`src/rtl/rf_sequencer.sv`:
```
// rtl/rf_sequencer.sv - receptive-field table sequencer feeding the DAC driver, handshaking each field with the ADC
// Optional zero-pattern skipping is enabled by defining RF_SKIP_ZERO_EN.
module rf_sequencer #(
    parameter int         DWELL_FRAMES = 2,
    parameter int         ACK_TIMEOUT  = 255,
    parameter logic [1:0] SAMPLE_ST    = 2'b01
) (
    input  logic       clk,
    input  logic       rst_n,
    input  logic       key_state,
    input  logic [1:0] system_state,
    input  logic       tbl_we,
    input  logic [3:0] tbl_addr,
    input  logic [3:0] tbl_wdata,
    input  logic       frame_done,
    input  logic       adc_ack,
    output logic [3:0] field,
    output logic [4:0] cnt_RF,
    output logic       adc_trig,
    output logic       rf_done,
    output logic       err_timeout
);

    typedef enum logic [2:0] {
        S_IDLE,
        S_DWELL,
        S_TRIG,
        S_WAIT_ACK,
        S_STEP,
        S_DONE
    } state_t;

    localparam logic [3:0] DWELL_LAST = 4'(DWELL_FRAMES - 1);
    localparam logic [7:0] TMO_LAST   = 8'(ACK_TIMEOUT);

    state_t     state_q, state_d;
    logic [3:0] tbl_q [16];
    logic [3:0] tbl_d [16];
    logic [3:0] field_q, field_d;
    logic [4:0] cnt_q, cnt_d;
    logic [3:0] dwell_q, dwell_d;
    logic [7:0] tmo_q, tmo_d;
    logic       trig_q, trig_d;
    logic       done_q, done_d;
    logic       err_q, err_d;

    logic       active;
    logic [4:0] cnt_inc;
    logic [3:0] next_pat;
    logic       skip_first;
    logic       skip_next;

    assign active   = key_state && (system_state == SAMPLE_ST);
    assign cnt_inc  = cnt_q + 5'd1;
    assign next_pat = tbl_q[cnt_inc[3:0]];

`ifdef RF_SKIP_ZERO_EN
    assign skip_first = (tbl_q[0] == 4'b0000);
    assign skip_next  = (next_pat == 4'b0000);
`else
    assign skip_first = 1'b0;
    assign skip_next  = 1'b0;
`endif

    always_comb begin
        state_d = state_q;
        field_d = field_q;
        cnt_d   = cnt_q;
        dwell_d = dwell_q;
        tmo_d   = tmo_q;
        trig_d  = 1'b0;
        done_d  = 1'b0;
        err_d   = err_q;
        for (int i = 0; i < 16; i++) begin
            tbl_d[i] = tbl_q[i];
        end
        // The table is frozen for the whole time the scan is enabled.
        if (tbl_we && !active) begin
            tbl_d[tbl_addr] = tbl_wdata;
        end

        if (!active) begin
            state_d = S_IDLE;
            field_d = 4'd0;
            cnt_d   = 5'd0;
            dwell_d = 4'd0;
            tmo_d   = 8'd0;
        end else begin
            case (state_q)
                S_IDLE: begin
                    err_d   = 1'b0;
                    cnt_d   = 5'd0;
                    dwell_d = 4'd0;
                    if (skip_first) begin
                        field_d = 4'd0;
                        state_d = S_STEP;
                    end else begin
                        field_d = tbl_q[0];
                        state_d = S_DWELL;
                    end
                end
                S_DWELL: begin
                    if (frame_done) begin
                        if (dwell_q == DWELL_LAST) begin
                            dwell_d = 4'd0;
                            trig_d  = 1'b1;
                            state_d = S_TRIG;
                        end else begin
                            dwell_d = dwell_q + 4'd1;
                        end
                    end
                end
                S_TRIG: begin
                    tmo_d   = 8'd0;
                    state_d = S_WAIT_ACK;
                end
                S_WAIT_ACK: begin
                    tmo_d = tmo_q + 8'd1;
                    if (adc_ack) begin
                        state_d = S_STEP;
                    end else if (tmo_q + 8'd1 == TMO_LAST) begin
                        err_d   = 1'b1;
                        state_d = S_STEP;
                    end
                end
                S_STEP: begin
                    cnt_d   = cnt_inc;
                    dwell_d = 4'd0;
                    if (cnt_inc[4]) begin
                        field_d = 4'd0;
                        done_d  = 1'b1;
                        state_d = S_DONE;
                    end else if (skip_next) begin
                        field_d = 4'd0;
                    end else begin
                        field_d = next_pat;
                        state_d = S_DWELL;
                    end
                end
                S_DONE: begin
                    state_d = S_DONE;
                end
                default: begin
                    state_d = S_IDLE;
                end
            endcase
        end
    end

    always_ff @(posedge clk or negedge rst_n) begin
        if (!rst_n) begin
            state_q <= S_IDLE;
            field_q <= 4'd0;
            cnt_q   <= 5'd0;
            dwell_q <= 4'd0;
            tmo_q   <= 8'd0;
            trig_q  <= 1'b0;
            done_q  <= 1'b0;
            err_q   <= 1'b0;
            for (int i = 0; i < 16; i++) begin
                tbl_q[i] <= 4'd0;
            end
        end else begin
            state_q <= state_d;
            field_q <= field_d;
            cnt_q   <= cnt_d;
            dwell_q <= dwell_d;
            tmo_q   <= tmo_d;
            trig_q  <= trig_d;
            done_q  <= done_d;
            err_q   <= err_d;
            for (int i = 0; i < 16; i++) begin
                tbl_q[i] <= tbl_d[i];
            end
        end
    end

    assign field       = field_q;
    assign cnt_RF      = cnt_q;
    assign adc_trig    = trig_q;
    assign rf_done     = done_q;
    assign err_timeout = err_q;

endmodule

```
`config.mk`:
```
export PLATFORM = sky130hd
export DESIGN_NAME = rf_sequencer
export DESIGN_NICKNAME = d
export VERILOG_FILES = /design/src/rtl/rf_sequencer.sv
export SDC_FILE = /design/constraint.sdc
export NUM_CORES = 1
export LEC_CHECK = 0
export BUFFER_PORTS_ARGS = -buffer_cell sky130_fd_sc_hd__buf_2
export CAP_MARGIN = 25
export CORE_MARGIN = 1
export CORE_UTILIZATION = 65
export CTS_CLUSTER_SIZE = 8
export DETAILED_ROUTE_END_ITERATION = 7
export GPL_ROUTABILITY_DRIVEN = 0
export PLACE_DENSITY = 0.88
export SYNTH_ARGS = -nofsm -noshare
export SYNTH_HDL_FRONTEND = slang
export SYNTH_SLANG_ARGS = --single-unit
export TNS_END_PERCENT = 10
```
`constraint.sdc`:
```
create_clock -name clk -period 3.35 [get_ports clk]
set_input_delay 0.5025 -clock clk [delete_from_list [all_inputs] [get_ports clk]]
set_output_delay 0.5025 -clock clk [all_outputs]
set_load 0.01 [all_outputs]
```
==> impl_metrics.env, run 1 <==
export IMPL_grt_use_total_pct=28.9
export IMPL_slew_viol_final=0
export IMPL_numCtsBuffers=9
export IMPL_grt_remaining_overflow=0
export IMPL_slew_headroom_pct=39.8
export IMPL_final_hold_violation_count=0
export IMPL_syn_to_final_growth_pct=8.91
export IMPL_violations="DRC"
export IMPL_dr_total_vias=3014
export IMPL_syn_avg_cell_area_um2=12.7
export IMPL_cts_hold_buf=0
export IMPL_drt_iter0_markers=184
export IMPL_clockBufferDepth=2
export IMPL_clk_latency_ps=360
export IMPL_ys_types=47
export IMPL_die_w_um=84.8
export IMPL_tightest_slew_ps=903
export IMPL_drive_above_1_share_pct=34.6
export IMPL_start_util_pct=68.6
export IMPL_drt_first_pass_iters=6
export IMPL_clk_pin_slew_worst_paths_ps=90
export IMPL_cap_violations=0
export IMPL_die_h_um=84.8
export IMPL_hold_slack_ps=77.6
export IMPL_row_count=29
export IMPL_outcome="finished with violations"
export IMPL_worstHoldPathType="in2async"
export IMPL_fin_crit_ps=2410
export IMPL_synth_nets=371
export IMPL_h_tree_depth=3
export IMPL_critical_path_startpoint_type="flop"
export IMPL_crit_arrival_ps=2650
export IMPL_cts_root_buf="clkbuf_8"
export IMPL_nFillCells=427
export IMPL_fin_crit_sh_pct=72.0
export IMPL_io_pins=28
export IMPL_worst_ep_required_time_ps=3590
export IMPL_diodes=0
export IMPL_max_freq_ghz=0.415
export IMPL_grt_pass1_wl_um=15800
export IMPL_synth_main_ff_cell="dfrtp_1"
export IMPL_synth_seq_cells=91
export IMPL_grt_max_degree=61
export IMPL_cts_num_sinks=91
export IMPL_synth_edf_count=0
export IMPL_antenna_found_initial=0
export IMPL_post_cts_resized=0
export IMPL_ant_nets=0
export IMPL_r2r_slack_ps=940
export IMPL_cts_tree="yes"
export IMPL_post_cts_buffers=0
export IMPL_setup_violations=0
export IMPL_drt_wl_total_um=9190
export IMPL_end_kind="flop"
export IMPL_ir_worst_vdd_mv=0.439
export IMPL_vias_per_cell=6.58
export IMPL_power_leakage_nw=2.11
export IMPL_nets=397
export IMPL_hpwl_um=6600
export IMPL_core_area_um2=6490
export IMPL_wl_per_cell_um=20.1
export IMPL_portBuffers=27
export IMPL_syn_cell_area_um2=4450
export IMPL_syn_inst=350
export IMPL_grt_pass1_vias=3147
export IMPL_drc_errors=3
export IMPL_ys_seq_area_share_pct=51.1
export IMPL_crit_fanout=17
export IMPL_die_area_um2=7190
export IMPL_setup_tns_ps=0
export IMPL_rsz0062_at_grt="false"
export IMPL_p_per_area_nw_per_um2=530
export IMPL_yosysWarnings=0
export IMPL_fin_skew_ps=12.4
export IMPL_postSynth_asyncResetShare_pct=100
export IMPL_path_class="reg2reg"
[worst paths after layout]
path / to / depth (start not counted) / start
worst max-delay path: field[1]$_DFFE_PN0P_ / 5 / cnt_RF[1]$_DFFE_PN0P_
worst min-delay path: tbl_q[52]$_DFFE_PN0P_ / 1 / rst_n
worst max register to register: field[1]$_DFFE_PN0P_ / 5 / cnt_RF[1]$_DFFE_PN0P_
worst min register to register: dwell_q[3]$_DFFE_PN0P_ / 1 / dwell_q[3]$_DFFE_PN0P_
max in group asynchronous: tbl_q[3]$_DFFE_PN0P_ / 2 / rst_n
min in group clk: adc_trig$_DFF_PN0_ / 3 / frame_done
[worst max-delay path, cell delays in order (launching register included)]
cell     delay [ps]
dfrtp_1         430
ha_1            900
mux4_2          600
mux2i_1         160
o22a_1          150
o21ai_1          60
[cells in the final DEF, fill, tap and decap left out, types with 8 or more instances in the layout]
| cell type | netlist | routed |
|---|---|---|
| dfrtp_1 | 91 | 91 |
| mux2_2 | 65 | 65 |
| nor2_1 | 30 | 30 |
| buf_2 | 2 | 26 |
| mux4_2 | 16 | 16 |
| nand2_1 | 13 | 13 |
| a21oi_1 | 12 | 12 |
| o21ai_0 | 12 | 12 |
| nand3_1 | 10 | 10 |
| nand2b_1 | 9 | 9 |
| clkbuf_8 | 0 | 9 |
| mux2i_1 | 8 | 8 |
[per-layer routing]
layer | part of all wire, % | wire length [um] | vias up | global-route usage, %
met2 | 48 | 4440 | 113 | 46.2
met4 | 2.3 | 210 | 0 | 9.40
met1 | 44 | 4000 | 1552 | 40.5
met5 | 0 | 0 | - | 0
li1 | - | - | 1328 | -
met3 | 5.9 | 542 | 21 | 5.80
[power breakdown]
| group | internal (mW) | switching (mW) | leakage, nW |
|---|---|---|---|
| Sequential | 1.29 | 0.116 | 1.16 |
| Combinational | 0.231 | 0.145 | 0.839 |
| Clock | 0.419 | 0.373 | 0.103 |
[through the flow]
step	cell area, um^2	utilization (%)	cells	power, mW	setup slack (ps)
2_1_floorplan	4450	-	350	1.65	1410
3_3_place_gp	4610	71.0	441	1.76	1060
3_5_place_dp	4640	71.5	442	1.80	930
4_1_cts	4850	74.7	458	2.59	911
5_1_grt	4850	74.7	458	2.68	776
6_report	4850	74.7	458	2.57	938
[cell families after synthesis]
family                   count (synthesis)  synth area share (%)
AND/OR/NAND/NOR                         93                  11.1
buffers and inverters                   21                  2.58
adder cells (fa/ha/maj)                  5                  1.40
XOR/XNOR                                 6                  1.18
multiplexers                            89                  26.3
AO/OA/AOI/OAI                           45                  6.29
flip-flops                              91                  51.1
[flip-flops by register name, indices dropped and copies added, names as in the netlist]
name         flops
cnt_RF           5
tbl_q           64
err_timeout      1
tmo_q            8
dwell_q          4
adc_trig         1
field            4
rf_done          1
state_q          3
[Yosys cell counts, types with 3 or more instances]
| library cell | instances | share of area (%) |
|---|---|---|
| dfrtp_1 | 91 | 51 |
| mux4_2 | 16 | 8.1 |
| nor3_1 | 4 | 0.45 |
| mux2_2 | 65 | 16 |
| mux2i_1 | 8 | 1.8 |
| nand3_1 | 10 | 1.1 |
| nor3b_1 | 5 | 0.84 |
| nand2_1 | 13 | 1.1 |
| buf_6 | 3 | 0.76 |
| nor2_1 | 30 | 2.5 |
| a22oi_1 | 4 | 0.67 |
| clkbuf_1 | 7 | 0.59 |
| o21ai_0 | 12 | 1.3 |
| ha_1 | 5 | 1.4 |
| buf_4 | 3 | 0.51 |
| inv_1 | 5 | 0.42 |
| xnor2_1 | 4 | 0.79 |
| nor3_2 | 4 | 0.90 |
| nand2b_1 | 9 | 1.3 |
| o21ai_1 | 3 | 0.34 |
| o22a_1 | 4 | 0.79 |
| a21oi_1 | 12 | 1.3 |
[area by class of cell]
| class | count | area, um^2 | share of cell area [%] |
|---|---|---|---|
| clock inverters | 5 | 77.6 | 1.60 |
| well taps | 77 | 96.3 | 1.99 |
| multi-input cells | 238 | 2060 | 42.5 |
| flip-flops and latches | 91 | 2280 | 47.0 |
| clock buffers | 11 | 131 | 2.71 |
| repair buffers | 31 | 188 | 3.87 |
| inverters | 5 | 18.8 | 0.387 |
No activity file was read; power rests on OpenSTA's default activity.
==> run 2, diff against run 1 <==
Settings changed: CORE_UTILIZATION 65 to 55, PLACE_DENSITY 0.88 to 0.79.
Clock period 3.35 ns to 1.9 ns, I/O delays scaled along.
==> impl_metrics.env, run 2 (synthesis gave the netlist of run 1 again) <==
export IMPL_drc_errors=0
export IMPL_row_count=32
export IMPL_placedCellCount=479
export IMPL_tightest_slew_ps=523
export IMPL_fin_skew_ps=7.42
export IMPL_start_util_pct=57.3
export IMPL_dr_total_vias=3015
export IMPL_crit_family="multiplexers"
export IMPL_portBuffers=27
export IMPL_drt_first_pass_iters=5
export IMPL_most_common_layout_cells="dfrtp_1, mux2_2, nor2_1, buf_2, mux4_2"
export IMPL_wl_per_cell_um=19.0
export IMPL_p_sw_mw=1.15
export IMPL_grt_pass1_wl_um=15900
export IMPL_vias_per_cell=6.04
export IMPL_p_per_area_nw_per_um2=887
export IMPL_fin_crit_ps=1900
export IMPL_cts_root_buf="clkbuf_8"
export IMPL_ant_nets=0
export IMPL_r2r_slack_ps=4
export IMPL_cp_startpoint="cnt_RF[1]$_DFFE_PN0P_"
export IMPL_fin_crit_sh_pct=99.8
export IMPL_regArea_um2=2280
export IMPL_critical_path_startpoint_type="flop"
export IMPL_power_leakage_nw=2.17
export IMPL_ir_worst_vdd_mv=0.576
export IMPL_rsz0062_at_grt="true"
export IMPL_p_int_mw=3.34
export IMPL_numCtsBuffers=9
export IMPL_cts_num_sinks=91
export IMPL_die_h_um=92.0
export IMPL_switching_share_pct=25.7
export IMPL_multi_input_area_um2=2080
export IMPL_h_tree_depth=3
export IMPL_grt_pass1_vias=3081
export IMPL_r2r_start="cnt_RF[1]$_DFFE_PN0P_"
export IMPL_hold_slack_ps=216
export IMPL_power_frac_comb_pct=15.2
export IMPL_clockBufferDepth=2
export IMPL_reg2reg_depth=6
export IMPL_die_w_um=92.0
export IMPL_antenna_found_initial=0
export IMPL_syn_to_final_growth_pct=13.7
export IMPL_cts_tree="yes"
export IMPL_slowest_delay_ps=520
export IMPL_diodes=0
export IMPL_crit_cells=6
export IMPL_drive_above_1_share_pct=38.3
export IMPL_final_common_cell="dfrtp_1"
export IMPL_final_cell_count_no_fill=499
export IMPL_grt_remaining_overflow=0
export IMPL_crit_end="field[3]$_DFFE_PN0P_"
export IMPL_hpwl_um=6790
export IMPL_largest_reg_flops=64
export IMPL_regMostFlops="tbl_q"
export IMPL_max_freq_ghz=0.527
export IMPL_slew_headroom_pct=65.2
export IMPL_setup_violations=0
export IMPL_core_area_um2=7770
export IMPL_clock_power_share_pct=29.6
export IMPL_worstHoldPathType="in2reg"
export IMPL_io_pins=28
export IMPL_crit_chain="ha_4 -> buf_12 -> mux4_2 -> mux2i_2 -> o22a_1 -> o21ai_1"
export IMPL_grt_use_total_pct=24.7
export IMPL_worst_ep_required_time_ps=2150
export IMPL_die_area_um2=8460
export IMPL_rr_endpoint="field[3]$_DFFE_PN0P_"
export IMPL_crit_fanout=6
export IMPL_seqPwrFrac_pct=55.1
export IMPL_grt_max_degree=40
export IMPL_nets=413
export IMPL_crit_arrival_ps=2150
export IMPL_clk_pin_slew_worst_paths_ps=90
export IMPL_slew_viol_final=0
export IMPL_holdPathStages=3
export IMPL_cap_violations=0
export IMPL_final_hold_violation_count=0
export IMPL_end_kind="flop"
export IMPL_outcome="complete, no violations"
export IMPL_cpMaxStageDelayCell="mux4_2"
export IMPL_drt_iter0_markers=152
export IMPL_clk_latency_ps=360
export IMPL_path_class="reg2reg"
export IMPL_nFillCells=577
export IMPL_worst_path_buf_inv=1
export IMPL_drt_wl_total_um=9470
==> run 2: how the worst min path moves through the flow <==
stage                from                      to  slack (ps)
4_1_cts        frame_done      adc_trig$_DFF_PN0_         200
3_5_place_dp        rst_n  dwell_q[0]$_DFFE_PN0P_         300
3_3_place_gp        rst_n  dwell_q[2]$_DFFE_PN0P_         290
6_report       frame_done      adc_trig$_DFF_PN0_         220
5_1_grt        frame_done      adc_trig$_DFF_PN0_         250
2_1_floorplan       rst_n      adc_trig$_DFF_PN0_         -10
==> run 2: stage by stage <==
| stage | area, um^2 | setup slack, ps | total power [mW] | TNS (ps) | utilization (%) |
|---|---|---|---|---|---|
| 6_report | 5060 | 4.14 | 4.49 | 0 | 65.2 |
| 2_1_floorplan | 4460 | -15.0 | 2.91 | -15.0 | - |
| 3_3_place_gp | 4770 | 59.3 | 3.12 | 0 | 61.4 |
| 3_5_place_dp | 4770 | -3.02 | 3.17 | -3.35 | 61.4 |
| 5_1_grt | 5060 | -51.4 | 4.68 | -139 | 65.2 |
| 4_1_cts | 5040 | -31.5 | 4.51 | -31.5 | 64.9 |
==> run 2: power by group through the flow <==
stage	Clock, mW	Combinational [mW]	Sequential (mW)
after floorplan	0	0.500	2.41
after global placement	0	0.630	2.49
after detailed placement	0	0.672	2.50
after CTS	1.36	0.678	2.47
after global routing	1.44	0.739	2.51
final	1.33	0.684	2.48
==> run 2: area by class of cell <==
type                       count  area share, %
multi-input combinational    238           41.2
timing repair buffer          47           6.95
clock buffer                  11           2.79
tap                          102           2.52
sequential                    91           45.0
clock inverter                 5           1.21
inverter                       5          0.371
==> run 2: what timing repair did <==
item                                    in CTS  in global routing
cloned                                       1                  0
setup buffers                                1                  1
endpoints found under the hold margin       37                  0
gates resized for setup                      2                  5
pin swaps                                    2                  0
endpoints found under the setup margin       3                  6
hold buffers                                 1                  0
==> run 2: metal layers <==
layer	GRT usage, %	up-vias	routed length (um)
li1	-	1364	-
met1	32.0	1558	4230
met2	41.4	74	4660
met3	4.98	19	371
met4	8.72	0	207
met5	0	-	0
==> run 2: worst register-to-register path: stages, from the launching register on <==
cell,delay [ps]
dfrtp_1,420
ha_4,320
buf_12,130
mux4_2,520
mux2i_2,180
o22a_1,150
o21ai_1,60
